$ cat config.mk
export PLATFORM = sky130hd
export DESIGN_NAME = muldiv_seq
export DESIGN_NICKNAME = d
export VERILOG_FILES = /design/src/rtl/muldiv_seq.sv
export SDC_FILE = /design/constraint.sdc
export NUM_CORES = 1
export LEC_CHECK = 0
export BUFFER_PORTS_ARGS = -buffer_cell sky130_fd_sc_hd__clkbuf_2
export CAP_MARGIN = 5
export CELL_PAD_IN_SITES_DETAIL_PLACEMENT = 1
export CELL_PAD_IN_SITES_GLOBAL_PLACEMENT = 1
export CORE_UTILIZATION = 49
export DETAILED_ROUTE_END_ITERATION = 10
export PLACE_DENSITY_LB_ADDON = 0.3
export SLEW_MARGIN = 20
export SYNTH_ARGS = -nofsm -noshare
export SYNTH_HDL_FRONTEND = slang
export SYNTH_SLANG_ARGS = --single-unit
export TNS_END_PERCENT = 50
$ cat constraint.sdc
create_clock -name clk -period 7.74 [get_ports clk]
set_input_delay 1.548 -clock clk [delete_from_list [all_inputs] [get_ports clk]]
set_output_delay 1.548 -clock clk [all_outputs]
set_load 0.03 [all_outputs]
$ cat src/rtl/muldiv_seq.sv
// Multi-cycle multiply/divide sequencer owning the HI/LO register pair.
// MULT/MULTU run as shift-add, DIV/DIVU as restoring divide, WIDTH iterations each.
module muldiv_seq #(
    parameter int WIDTH = 32
) (
    input  logic             clk,
    input  logic             rst_n,
    input  logic             start,
    input  logic [2:0]       op,
    input  logic [WIDTH-1:0] X,
    input  logic [WIDTH-1:0] Y,
    input  logic             cancel,
    output logic             busy,
    output logic             done,
    output logic [WIDTH-1:0] HI,
    output logic [WIDTH-1:0] LO
);
    // state | meaning
    // IDLE  | waiting for issue; MTHI/MTLO serviced here
    // CALC  | one shift-add or trial-subtract step per cycle
    // FIX   | sign correction and HI/LO commit
    typedef enum logic [1:0] {IDLE, CALC, FIX} state_t;

    localparam int CW = $clog2(WIDTH + 1);

    state_t             state_q, state_d;
    logic [CW-1:0]      cnt_q, cnt_d;
    logic [2*WIDTH-1:0] acc_q, acc_d;
    logic [WIDTH-1:0]   dvs_q, dvs_d;
    logic [WIDTH-1:0]   x_q, x_d;
    logic               is_div_q, is_div_d;
    logic               neg_x_q, neg_x_d;
    logic               neg_y_q, neg_y_d;
    logic               y_zero_q, y_zero_d;
    logic [WIDTH-1:0]   hi_q, hi_d;
    logic [WIDTH-1:0]   lo_q, lo_d;
    logic               done_q, done_d;

    logic               sgn_op;
    logic [WIDTH-1:0]   mag_x, mag_y;
    logic [WIDTH:0]     sum, shifted, diff;
    logic [2*WIDTH-1:0] prod;

    assign sgn_op = ~op[0];
    assign mag_x  = (sgn_op && X[WIDTH-1]) ? -X : X;
    assign mag_y  = (sgn_op && Y[WIDTH-1]) ? -Y : Y;

    always_comb begin
        state_d  = state_q;
        cnt_d    = cnt_q;
        acc_d    = acc_q;
        dvs_d    = dvs_q;
        x_d      = x_q;
        is_div_d = is_div_q;
        neg_x_d  = neg_x_q;
        neg_y_d  = neg_y_q;
        y_zero_d = y_zero_q;
        hi_d     = hi_q;
        lo_d     = lo_q;
        done_d   = 1'b0;
        sum      = '0;
        shifted  = '0;
        diff     = '0;
        prod     = '0;
        case (state_q)
            IDLE: begin
                if (start && !cancel) begin
                    if (!op[2]) begin
                        state_d  = CALC;
                        cnt_d    = '0;
                        is_div_d = op[1];
                        neg_x_d  = sgn_op & X[WIDTH-1];
                        neg_y_d  = sgn_op & Y[WIDTH-1];
                        x_d      = X;
                        y_zero_d = (Y == '0);
                        if (op[1]) begin
                            acc_d = {{WIDTH{1'b0}}, mag_x};
                            dvs_d = mag_y;
                        end else begin
                            acc_d = {{WIDTH{1'b0}}, mag_y};
                            dvs_d = mag_x;
                        end
                    end else if (!op[1]) begin
                        if (op[0]) lo_d = X;
                        else       hi_d = X;
                    end
                end
            end
            CALC: begin
                // acc holds {partial/remainder, multiplier/quotient} in both modes
                if (is_div_q) begin
                    shifted = {acc_q[2*WIDTH-1:WIDTH], acc_q[WIDTH-1]};
                    diff    = shifted - {1'b0, dvs_q};
                    if (!diff[WIDTH])
                        acc_d = {diff[WIDTH-1:0], acc_q[WIDTH-2:0], 1'b1};
                    else
                        acc_d = {shifted[WIDTH-1:0], acc_q[WIDTH-2:0], 1'b0};
                end else begin
                    sum   = {1'b0, acc_q[2*WIDTH-1:WIDTH]} +
                            (acc_q[0] ? {1'b0, dvs_q} : {(WIDTH+1){1'b0}});
                    acc_d = {sum, acc_q[WIDTH-1:1]};
                end
                cnt_d = cnt_q + CW'(1);
                if (cnt_q == CW'(WIDTH - 1)) state_d = FIX;
                if (cancel) state_d = IDLE;
            end
            FIX: begin
                state_d = IDLE;
                if (!cancel) begin
                    done_d = 1'b1;
                    if (is_div_q) begin
                        if (y_zero_q) begin
                            lo_d = '1;
                            hi_d = x_q;
                        end else begin
                            lo_d = (neg_x_q ^ neg_y_q) ? -acc_q[WIDTH-1:0] : acc_q[WIDTH-1:0];
                            hi_d = neg_x_q ? -acc_q[2*WIDTH-1:WIDTH] : acc_q[2*WIDTH-1:WIDTH];
                        end
                    end else begin
                        prod = (neg_x_q ^ neg_y_q) ? -acc_q : acc_q;
                        hi_d = prod[2*WIDTH-1:WIDTH];
                        lo_d = prod[WIDTH-1:0];
                    end
                end
            end
            default: state_d = IDLE;
        endcase
    end

    always_ff @(posedge clk) begin
        if (!rst_n) begin
            state_q  <= IDLE;
            cnt_q    <= '0;
            acc_q    <= '0;
            dvs_q    <= '0;
            x_q      <= '0;
            is_div_q <= 1'b0;
            neg_x_q  <= 1'b0;
            neg_y_q  <= 1'b0;
            y_zero_q <= 1'b0;
            hi_q     <= '0;
            lo_q     <= '0;
            done_q   <= 1'b0;
        end else begin
            state_q  <= state_d;
            cnt_q    <= cnt_d;
            acc_q    <= acc_d;
            dvs_q    <= dvs_d;
            x_q      <= x_d;
            is_div_q <= is_div_d;
            neg_x_q  <= neg_x_d;
            neg_y_q  <= neg_y_d;
            y_zero_q <= y_zero_d;
            hi_q     <= hi_d;
            lo_q     <= lo_d;
            done_q   <= done_d;
        end
    end

    assign busy = (state_q != IDLE);
    assign done = done_q;
    assign HI   = hi_q;
    assign LO   = lo_q;
endmodule

; Word-level counts from Yosys, hierarchy flattened
; Cells that the tools add are included.
[totals]
latch_bits = 0
ram_bits = 0
out_inout_bits = 66
romBits = 0
n_memories = 0
ff_bits = 205
[classes]
bitwise_logic = 5
shift = 0
n_reduce_logical = 15
n_mul = 0
div_mod_pow = 0
order_cmp = 0
n_eq_ne = 11
n_addsub = 8
n_mux = 38
[op_table]
columns = cell, n
row1 = $mux W32, 21
row2 = $mux W64, 5
row3 = $neg A32 Y32, 4
row4 = $pmux W32 S2, 2
row5 = $pmux W64 S2, 1
row6 = $neg A64 Y64, 1
row7 = $add A32 B32 Y33, 1
row8 = $sub A33 B32 Y33, 1
row9 = $logic_not A32 Y1, 1
row10 = $ne A2 B2 Y1 const B, 7
row11 = $mux W6, 2
row12 = $pmux W6 S2, 1
row13 = $reduce_and A6 Y1, 2
row14 = $reduce_and A3 Y1, 3
row15 = $mux W2, 4
row16 = $add A6 B1 Y6 const B, 1
row17 = $eq A6 B5 Y1 const B, 1
row18 = $reduce_bool A2 Y1, 3
row19 = $pmux W2 S2, 1
row20 = $logic_and A1 B1 Y1, 3
row21 = $ne A3 B3 Y1 const B, 1
row22 = $and A1 B1 Y1, 2
row23 = $eq A2 B1 Y1 const B, 1
row24 = $eq A2 B2 Y1 const B, 1
row25 = 6 further kinds, 7

; Longest topological paths before layout
[depth]
word_depth = 7
ltp_mapped = 15

; Least setup slack after synthesis
; Ideal clock, no wire load.
[synth_path]
path_type = input port to flip-flop
from = input X[2]
to = register acc_q[29]
stages = 10
t_required_ns = 7.618
t_arrival_ns = 3.829
n_path_buf = 1
setup_ns = 0.122
setup_slack_ns = 3.789
cell_sequence = clkbuf_1 > nor4_1 > nand4b_1 > nor3_1 > nand2_1 > o41ai_1 > xor2_1 > nand2_1 > o211ai_1 > a21oi_1
[synth_via]
elab_chain_len = 6
[synth_rtl]
columns = element, line_no
row1 = start: declaration, 10  ; input logic [WIDTH-1:0] X,
row2 = $neg A32 Y32, 45  ; assign mag_x = (sgn_op && X[WIDTH-1]) ? -X : X;
row3 = $mux W32, 45
row4 = $mux W32, 76  ; if (op[1]) begin
row5 = $mux W64, 68  ; if (!op[2]) begin
row6 = $mux W64, 67  ; if (start && !cancel) begin
row7 = $pmux W64 S2, 65  ; case (state_q)
row8 = end signal: assignment, 134  ; acc_q <= '0;
row9 = end signal: assignment, 147  ; acc_q <= acc_d;
row10 = end: declaration, 28  ; logic [2*WIDTH-1:0] acc_q, acc_d;
; No other way between the ends. The select of a mux whose other input is x is not followed.
; A chain may end at the register's enable or synchronous reset.

; Worst setup path after layout
[layout_path]
from = register acc_q[0]
to = register acc_q[59]
[layout_via]
elab_chain_len = 4
[layout_rtl]
columns = element, line_no
row1 = $mux W32, 100  ; (acc_q[0] ? {1'b0, dvs_q} : {(WIDTH+1){1'b0}});
row2 = $add A32 B32 Y33, 99  ; sum = {1'b0, acc_q[2*WIDTH-1:WIDTH]} +
row3 = $mux W64, 91  ; if (is_div_q) begin
row4 = $pmux W64 S2, 65
; No other way between the ends.

==> flow_summary.json <==
{
  "seq_area_frac_synth_pct": 24.2,
  "drive_gt1_share_pct": 10.6,
  "synthesis.area_sq_um": 17000,
  "layout_common_cells": "nand2_1 (295), nor2_1 (232), a21oi_1 (225)",
  "gp_congestion": 1.01,
  "synth_async_sr_flop_share_pct": 0,
  "hpwl_microns": 53700,
  "p_clk_share_pct": 39.8,
  "yosysTopAreaCell": "dfxtp_1",
  "syn_inst": 2352,
  "synth_cell_types": 78,
  "clockBufferDepth": 3,
  "globalRouteTotalUtil_pct": 40.3,
  "holdCritPathClass": "flip-flop to flip-flop",
  "p_sw_w": 0.00102,
  "antenna_found_initial": 1,
  "setup-tns-final_ns": 0,
  "std_cell_rows": 67,
  "drv_slew": 0,
  "power_density_nw_per_um2": 165,
  "critPathLaunchType": "flip-flop",
  "dieHeight_microns": 188,
  "cp.required_ns": 8.19,
  "drc": 0,
  "setup_violations": 0,
  "internal_power_w": 0.00203,
  "cts_tree": "built",
  "finalClockSkew_ns": 0.0204,
  "start_util_pct": 50.2,
  "final_common_cell": "nand2_1",
  "wl_microns": 73100,
  "fin_crit_ns": 4.52,
  "post-cts-setup-buffers": 0,
  "status": "completed",
  "drt-initial-drc-count": 1884,
  "path_delay_family": "compound AO/OA/AOI/OAI gates",
  "cts_inserted_buffers": 25,
  "synth-seq-cells": 205,
  "synth_edf_count": 0,
  "crit_buf_inv": 2,
  "hold_viol": 0,
  "grt_max_degree": 76,
  "p_sw_share_pct": 33.5,
  "worst_ep_arrival_time_ns": 4.97,
  "period_share_pct": 58.3,
  "slowest_delay_ns": 0.83,
  "cpMaxStageDelayCell": "o311ai_0",
  "cp-end-kind": "flip-flop",
  "crit_type": "flip-flop to flip-flop",
  "grt_pass1_vias": 18800,
  "syn_to_final_growth_pct": 9.18,
  "syn_nets": 2494,
  "first_pass_iters": 6,
  "clk_latency_ns": 0.58,
  "tightest_slew_ns": 1.22,
  "vias_per_cell": 6.69,
  "root_buffer": "clkbuf_16",
  "clk_pin_slew_worst_paths_ns": 0.07,
  "grt_pass1_wl_microns": 111000,
  "insertedDiodeCount": 0,
  "avgSynthCellArea_sq_um": 7.21,
  "combPwrFrac_pct": 22.8,
  "nNetsFinal": 2482,
  "dieArea_sq_um": 35400,
  "rsz0062_at_grt": "no",
  "nFillCells": 4332,
  "antenna_left": 0,
  "synth_flop_cell": "dfxtp_1",
  "place_ws_ns": 3.16,
  "cts_hold_buf": 0,
  "io_buffers": 136,
  "grt.overflow.total": 0,
  "coreArea_sq_um": 33800,
  "wire_per_inst_microns": 26.1,
  "vias": 18800,
  "cts.sinks": 205,
  "die_w_microns": 188,
  "synth.area.top_cells": "dfxtp_1 (24%), a21oi_1 (6.7%), nand2_1 (6.6%)",
  "seq_power_share_pct": 37.4,
  "h-tree-depth": 1,
  "max_slew_margin_pct": 18.9,
  "cts_resized": 0,
  "rrSetupSlack_ns": 3.22,
  "yosysWarnings": 0,
  "hold_ws_ns": 0.451,
  "cp_max_fo": 30,
  "worst_slack_ns": 3.22,
  "leakage_nw": 7.43,
  "max_freq_ghz": 0.221,
  "synth_top_area_share_pct": 24.2,
  "path_cells": "inv_1 -> buf_4 -> nor2_1 -> ha_1 -> a21oi_1 -> o21ai_0 -> a2111o_1 -> o31ai_1 -> a21boi_0 -> o311ai_0 -> and3_1 -> o211ai_1 -> o211a_1",
  "io_pins": 137,
  "ir_worst_vdd_mv": 0.160,
  "max_cap_violations": 0
}
worst paths after layout:
check / endpoint / cells past startpoint / from
worst max register to register: acc_q[59]$_SDFFE_PN0P_ / 13 / acc_q[0]$_SDFFE_PN0P_
worst max-delay path: acc_q[59]$_SDFFE_PN0P_ / 13 / acc_q[0]$_SDFFE_PN0P_
worst min-delay path: dvs_q[2]$_SDFFE_PN0P_ / 2 / dvs_q[2]$_SDFFE_PN0P_
worst min register to register: dvs_q[2]$_SDFFE_PN0P_ / 2 / dvs_q[2]$_SDFFE_PN0P_
state kept, by name (all words and copies together) (netlist names):
register	cells
HI	32
LO	32
acc_q	64
cnt_q	6
done	1
dvs_q	32
is_div_q	1
neg_x_q	1
neg_y_q	1
state_q	2
x_q	32
y_zero_q	1
cells by family after synthesis:
family / after synthesis / synth area share (%)
flip-flops: 205 / 24.2
AND/OR/NAND/NOR: 814 / 22.1
multiplexers: 110 / 6.54
AO/OA/AOI/OAI: 692 / 25.8
XOR/XNOR: 197 / 10.2
adder cells (fa/ha/maj): 71 / 5.33
buffers and inverters: 263 / 5.92
cell type report:
| type | instances | area (sq um) | area share (%) |
|---|---|---|---|
| Multi-Input combinational cell | 1884 | 11900 | 64.3 |
| Sequential cell | 205 | 4110 | 22.2 |
| Timing Repair Buffer | 163 | 883 | 4.77 |
| Clock buffer | 33 | 706 | 3.81 |
| Tap cell | 448 | 561 | 3.03 |
| Inverter | 61 | 231 | 1.25 |
| Clock inverter | 9 | 113 | 0.608 |
per-stage QoR:
step / cells / total power [W] / instance area (sq um) / util (%)
after floorplan: 2352 / 0.00159 / 17000 / -
after global placement: 2761 / 0.00181 / 17700 / 52.4
after detailed placement: 2761 / 0.00182 / 17700 / 52.4
after CTS: 2803 / 0.00303 / 18500 / 54.8
after global routing: 2803 / 0.00313 / 18500 / 54.8
final: 2803 / 0.00305 / 18500 / 54.8
per-layer routing:
layer	global-route usage [%]	part of all wire [%]	up-vias
met5	0	0	-
li1	-	-	8409
met3	6.12	8.4	210
met4	22.2	5.9	0
met2	63.9	45	940
met1	52.1	41	9207
Yosys cell counts, types with 7 or more instances:
cell	n
nand2_1	296
nor2_1	236
a21oi_1	226
dfxtp_1	205
clkbuf_1	181
o21ai_0	153
xnor2_1	110
mux2i_1	103
xor2_1	87
ha_1	69
inv_1	59
nand3_1	56
o211ai_1	48
o221ai_1	46
nor3_1	41
a21o_1	26
nor4_1	26
nand4_1	25
o31ai_1	23
a211oi_1	22
a31oi_1	21
a22oi_1	19
or4_1	19
nand2b_1	18
nor2b_1	16
o22ai_1	16
o41ai_1	14
and3_1	13
and2_1	12
buf_1	12
or3_1	12
or2_2	11
o21a_1	10
nor3b_1	9
buf_2	7
mux2_2	7
tightest hold or removal path, cell delays in order, from the launching register on:
cell and delay (ns):
dfxtp_1 0.31, nand2_1 0.05, a21oi_1 0.05
power by group through the flow:
stage          registers [W]  logic, W  clock network [W]
5_1_grt              0.00114  0.000735            0.00125
3_3_place_gp         0.00116  0.000648                  0
6_report             0.00114  0.000696            0.00121
4_1_cts              0.00114  0.000675            0.00121
2_1_floorplan        0.00114  0.000452                  0
3_5_place_dp         0.00116  0.000665                  0
No activity file was read; power rests on OpenSTA's default activity.
